--- src/rtl/gol_pkg.sv ---
// Shared grid geometry, scan FSM states and row-slice helper for the LED
// matrix scanner.
package gol_pkg;

  localparam int unsigned GRID_W = 8;
  localparam int unsigned GRID_H = 8;
  localparam int unsigned CELLS  = GRID_W * GRID_H;

  typedef logic [CELLS-1:0] grid_t;

  typedef enum logic [1:0] {
    IDLE,
    BLANK,
    DRIVE
  } scan_state_t;

  // Row 0 lives in the top byte; bit 7 of each byte is column 7.
  function automatic logic [GRID_W-1:0] row_of(grid_t g, int r);
    grid_t sh;
    sh = g << (GRID_W * r);
    return sh[CELLS-1 -: GRID_W];
  endfunction

endpackage

--- src/rtl/gol_row_timer.sv ---
// Loadable down-counter; tc is high while the count sits at zero, so a load
// of N-1 gives an N-cycle phase ending on the cycle tc is seen.
module gol_row_timer #(
  parameter int unsigned CW = 4
) (
  input  logic          clk,
  input  logic          reset,
  input  logic          load,
  input  logic [CW-1:0] load_val,
  output logic          tc
);

  logic [CW-1:0] cnt_q, cnt_d;

  always_comb begin
    cnt_d = cnt_q;
    if (load) begin
      cnt_d = load_val;
    end else if (cnt_q != '0) begin
      cnt_d = cnt_q - CW'(1);
    end
  end

  always_ff @(posedge clk) begin
    if (reset) begin
      cnt_q <= '0;
    end else begin
      cnt_q <= cnt_d;
    end
  end

  assign tc = (cnt_q == '0);

endmodule

--- src/rtl/gol_matrix_scan.sv ---
// Row-multiplexed 8x8 LED matrix driver with a one-deep pending grid slot;
// new generations are swapped in only at frame boundaries or while idle.
module gol_matrix_scan
  import gol_pkg::*;
#(
  parameter int unsigned ROW_TICKS   = 1000,
  parameter int unsigned BLANK_TICKS = 2
) (
  input  logic                clk,
  input  logic                reset,
  input  logic                enable,
  input  logic [CELLS-1:0]    grid_in,
  input  logic                grid_valid,
  output logic                grid_ready,
  output logic [GRID_H-1:0]   row_sel,
  output logic [GRID_W-1:0]   col_data,
  output logic                frame_done
);

  localparam int unsigned MAX_TICKS = (ROW_TICKS > BLANK_TICKS) ? ROW_TICKS : BLANK_TICKS;
  localparam int unsigned TW        = (MAX_TICKS > 1) ? $clog2(MAX_TICKS) : 1;

  scan_state_t       state_q, state_d;
  logic [2:0]        row_q, row_d;
  grid_t             disp_q, disp_d;
  grid_t             pend_q, pend_d;
  logic              pend_full_q, pend_full_d;
  logic [GRID_H-1:0] row_sel_q, row_sel_d;
  logic [GRID_W-1:0] col_data_q, col_data_d;

  logic          tmr_load;
  logic [TW-1:0] tmr_val;
  logic          tmr_tc;
  logic          frame_end;
  logic          ready;
  logic          capture;
  logic          swap;

  gol_row_timer #(.CW(TW)) u_timer (
    .clk      (clk),
    .reset    (reset),
    .load     (tmr_load),
    .load_val (tmr_val),
    .tc       (tmr_tc)
  );

  always_comb begin
    frame_end = (state_q == DRIVE) && (row_q == 3'd7) && tmr_tc;
    ready     = !pend_full_q || frame_end || (state_q == IDLE);
    capture   = grid_valid && ready;
    swap      = pend_full_q && (frame_end || (state_q == IDLE));

    state_d = state_q;
    row_d   = row_q;
    unique case (state_q)
      IDLE: begin
        state_d = BLANK;
        row_d   = 3'd0;
      end
      BLANK: if (tmr_tc) state_d = DRIVE;
      DRIVE: if (tmr_tc) begin
        state_d = BLANK;
        row_d   = row_q + 3'd1;
      end
      default: state_d = IDLE;
    endcase
    if (!enable) begin
      state_d = IDLE;
      row_d   = 3'd0;
    end

    // Idle keeps the timer primed so the first blank phase is full length.
    tmr_load = (state_q == IDLE) || tmr_tc;
    tmr_val  = (state_q == BLANK) ? TW'(ROW_TICKS - 1) : TW'(BLANK_TICKS - 1);

    disp_d      = swap ? pend_q : disp_q;
    pend_d      = pend_q;
    pend_full_d = swap ? 1'b0 : pend_full_q;
    if (capture) begin
      pend_d      = grid_in;
      pend_full_d = 1'b1;
    end

    row_sel_d  = '0;
    col_data_d = '0;
    if (state_d == DRIVE) begin
      row_sel_d  = GRID_H'(1) << row_d;
      col_data_d = row_of(disp_d, int'(row_d));
    end
  end

  always_ff @(posedge clk) begin
    if (reset) begin
      state_q     <= IDLE;
      row_q       <= '0;
      disp_q      <= '0;
      pend_q      <= '0;
      pend_full_q <= 1'b0;
      row_sel_q   <= '0;
      col_data_q  <= '0;
    end else begin
      state_q     <= state_d;
      row_q       <= row_d;
      disp_q      <= disp_d;
      pend_q      <= pend_d;
      pend_full_q <= pend_full_d;
      row_sel_q   <= row_sel_d;
      col_data_q  <= col_data_d;
    end
  end

  assign grid_ready = ready;
  assign row_sel    = row_sel_q;
  assign col_data   = col_data_q;
  assign frame_done = frame_end;

endmodule

--- config.mk ---
export PLATFORM = sky130hd
export DESIGN_NAME = gol_matrix_scan
export DESIGN_NICKNAME = d
export VERILOG_FILES = /design/src/rtl/gol_pkg.sv /design/src/rtl/gol_row_timer.sv /design/src/rtl/gol_matrix_scan.sv
export SDC_FILE = /design/constraint.sdc
export NUM_CORES = 1
export LEC_CHECK = 0
export CAP_MARGIN = 25
export CORE_AREA = 3 3 110 112
export DETAILED_ROUTE_END_ITERATION = 7
export DIE_AREA = 0 0 113 115
export DONT_BUFFER_PORTS = 1
export GPL_TIMING_DRIVEN = 1
export PLACE_DENSITY = 0.69
export SYNTH_ARGS = -nofsm -noshare
export SYNTH_HDL_FRONTEND = slang
export SYNTH_SLANG_ARGS = --single-unit
--- constraint.sdc ---
create_clock -name clk -period 3.55 [get_ports clk]
set_clock_uncertainty 0.1 [all_clocks]
set_input_delay 0.1775 -clock clk [delete_from_list [all_inputs] [get_ports clk]]
set_output_delay 0.1775 -clock clk [all_outputs]
set_load 0.1 [all_outputs]
==> results.py <==
metrics = {
    "status": {
        "result_of_the_run": "finished, final reports clean",
    },
    "synth": {
        "synthSimpleGateAreaFrac_pct": 21.9,
        "synth_area_um2": 6170,
        "netlist_instances": 724,
        "ys_async_sr_fraction_pct": 0,
        "ys_seq_area_share_pct": 51.9,
        "multiplexer_share_of_the_synthesized_area_pct": 6.49,
        "synth-compound-area-share_pct": 14.4,
        "xor_xnor_fraction_of_synth_area_pct": 0.993,
        "synth.largest_area_cell": "sky130_fd_sc_hd__dfxtp_1",
        "synth.avg_cell_area_um2": 8.53,
        "synthDominantCellAreaShare_pct": 51.9,
        "synth_seq_cells": 160,
        "postSynthNetCount": 795,
        "fraction_of_the_mapped_netlist_area_in_adder_cells_pct": 0.608,
        "dominant_register_cell_in_the_synthesized_netlist": "sky130_fd_sc_hd__dfxtp_1",
        "synth_warnings": 0,
        "number_of_enable_type_register_cells_in_the_synthesized_netlist": 0,
        "synthTopCellsByArea": "sky130_fd_sc_hd__dfxtp_1 (52%), sky130_fd_sc_hd__nand2_1 (13%), sky130_fd_sc_hd__a21oi_1 (8.5%), sky130_fd_sc_hd__mux2i_1 (6.5%), sky130_fd_sc_hd__nor2_1 (3.4%)",
        "combinational_family_with_the_most_area_after_synthesis": "simple AND/OR/NAND/NOR gates",
        "yosys.cell_types.count": 50,
    },
    "timing": {
        "hold_slack_ns": 0.0839,
        "worst_case_headroom_to_the_max_slew_limit_pct": 32.5,
        "maxSlewViolCount": 0,
        "timing.final.hold_violations": 0,
        "worstMarginPinSlew_ns": 1.01,
        "timing.final.ws_setup_ns": 0.375,
        "setup_repair_after_global_routing_missed_its_margin": "false",
        "maxClockFrequency_ghz": 0.315,
        "timing.final.crit_period_ns": 3.17,
        "fin_crit_share_pct": 89.4,
        "setup_violations": 0,
        "setup-tns-final_ns": 0,
    },
    "critical_path": {
        "crit_slowest_cell": "sky130_fd_sc_hd__or4b_4",
        "critical_path.startpoint_type": "register",
        "setup.reg_to_reg.worst_slack_ns": 0.38,
        "timing.reg2reg.worst_path_depth": 8,
        "critical_path.reg2reg.startpoint": "u_timer.cnt_q[0]",
        "worst_setup_path_category": "reg -> reg",
        "crit_path_max_incr_delay_ns": 0.60,
        "worstPathRequired_ns": 3.75,
        "timing.rr.end": "col_data[7]",
        "worst_setup_path_end_kind": "register",
        "crit_chain": "inv_1 -> ha_1 -> or4b_4 -> or4_4 -> nand3_4 -> mux2i_1 -> o22ai_1 -> or4_1",
        "critPathCapture": "col_data[7]",
        "critical_path.max_fanout": 15,
        "cp-startpoint": "u_timer.cnt_q[0]",
        "worstPathArrival_ns": 3.37,
    },
    "layout": {
        "diodes": 0,
        "design_area_um2": 7580,
        "layout.nets": 847,
        "utilization_of_the_core_after_routing_pct": 67.0,
        "layout-drive-gt1-share_pct": 7.98,
        "areaGrowthSynthToFinish_pct": 22.8,
        "most_frequent_standard_cell_in_the_layout_excluding_fill_and_tap_cells": "sky130_fd_sc_hd__nand2_1",
        "most_frequent_cells_in_the_layout": "sky130_fd_sc_hd__nand2_1 (209), sky130_fd_sc_hd__dfxtp_1 (160), sky130_fd_sc_hd__a21oi_1 (105)",
        "instances_no_fill": 932,
    },
    "floorplanning": {
        "initial_utilization_pct": 54.5,
        "core_area_um2": 11300,
        "io-pin-count": 86,
        "floorplan.rows": 39,
        "die_x_um": 113,
        "die_y_um": 115,
        "floorplan.die_area_um2": 13000,
    },
    "power_and_ir_drop": {
        "totalPowerFinal_mw": 4.18,
        "sw_frac_of_total_pct": 24.7,
        "switchingPower_mw": 1.03,
        "clock_power_share_pct": 44.8,
        "power.combinational.fraction_pct": 9.2,
        "irDropWorstVdd_mv": 0.585,
        "internal_power_mw": 3.14,
        "cellPowerDensity_nw_per_um2": 551,
        "power.sequential.fraction_pct": 46.0,
        "cellLeakagePower_nw": 3.00,
    },
    "place": {
        "dpl.cell_count": 833,
        "detailed_place_hpwl_mm": 9.94,
        "place.gp.congestion": 0.927,
        "placement_cell_area_um2": 6290,
        "place_ws_ns": 0.391,
        "io_buffer_count": 0,
    },
    "global_routing": {
        "gr-usage-all-layers_pct": 24.1,
        "overflow": 0,
        "grt_pass1_vias": 4813,
        "grt_max_degree": 135,
        "grt_antenna_before_repair": 0,
        "grt_first_pass_wirelength_mm": 24.6,
    },
    "drt": {
        "wl_mm": 15.1,
        "ant_nets": 0,
        "drcViolationCount": 0,
        "routed_wire_length_per_instance_um": 16.2,
        "number_of_vias_in_the_routed_layout": 5078,
        "dr.pass1.iters": 5,
        "initialDrtViolationCount": 520,
        "post_drt_via_cell_ratio": 5.45,
    },
    "run": {
        "max_cap_viol_count": 0,
    },
    "clocking": {
        "clock_sinks": 160,
        "clock_tree_from_tritoncts": "yes",
        "clock_tree.root_cell": "sky130_fd_sc_hd__clkbuf_16",
        "number_of_buffers_inserted_during_clock_tree_synthesis": 17,
        "cts.repair_timing.setup_buffer_count": 0,
        "ctsHtreeMaxLevel": 4,
        "clk_path_buf_depth": 2,
        "path_clk_slew_ns": 0.06,
        "insertion_delay_ns": 0.43,
    },
    "min_path": {
        "timing.hold.worst.class": "in -> reg",
    },
}
## cells by family after synthesis
group / after synthesis
and+or+nand+nor: 310
DFF: 160
AOI/OAI and AO/OA: 148
buffers and inverters: 56
muxes: 40
xor gates and xnor gates: 7
adders and majority gates: 3
## routing by layer
layer / global-route usage [%] / vias to the layer above / part of all wire, %
met4: 9.78 / 0 / 2.4
li1: - / 2551 / -
met2: 38.7 / 141 / 48
met5: 0 / - / 0
met1: 31.3 / 2360 / 46
met3: 6.11 / 26 / 4.2
## area by class of cell
type                            instances  area (um2)
Tap cell                              143         179
Sequential cell                       160        3200
Inverter                               10        37.5
Clock buffer                           18         429
Timing Repair Buffer                   79         803
Fill cell                             900        3740
Clock inverter                         14         180
Multi-Input combinational cell        508        2750
## power groups by stage
stage	combinational [mW]	clock, mW	sequential [mW]
after global placement	0.293	0	1.96
after CTS	0.383	1.90	1.92
after detailed placement	0.297	0	1.96
after global routing	0.425	1.98	1.93
final	0.383	1.87	1.92
after floorplan	0.266	0	1.94
## how the worst min path moves through the flow
stage,startpoint,endpoint,slack [ns],cells after the start
after global placement,reset,pend_full_q,0.16,1
final,grid_valid,pend_q[11],0.08,3
after CTS,grid_valid,pend_q[11],0.08,3
after global routing,grid_valid,pend_q[11],0.11,3
after floorplan,grid_valid,pend_full_q,0.21,2
after detailed placement,reset,pend_full_q,0.16,1
## critical path: cells and delay by family (launching register included)
family                   cells  cell delay [ns]
flip-flops                   1             0.32
AO/OA/AOI/OAI                1             0.09
multiplexers                 1             0.25
adder cells (fa/ha/maj)      1             0.22
AND/OR/NAND/NOR              4             1.98
buffers and inverters        1             0.08
## cells in the mapped netlist (all sizes together) (5+ instances only)
cell	n
nor2	56
dfxtp	160
clkbuf	34
inv	10
buf	12
or4	7
a211oi	5
nand3	7
xnor2	5
mux2i	40
a21oi	105
nand2	210
o22ai	13
nor3	6
o21ai	7
## flip-flops by register name (all words and copies together) (netlist names)
register       cells
disp_q            64
pend_q            64
u_timer.cnt_q     10
col_data           8
row_sel            8
row_q              3
state_q            2
pend_full_q        1
## timing repair
item | CTS | global route
resized for setup | 0 | 0
hold buffers | 67 | 0
hold endpoints to repair | 144 | 0
No activity file was read; power rests on OpenSTA's default activity.
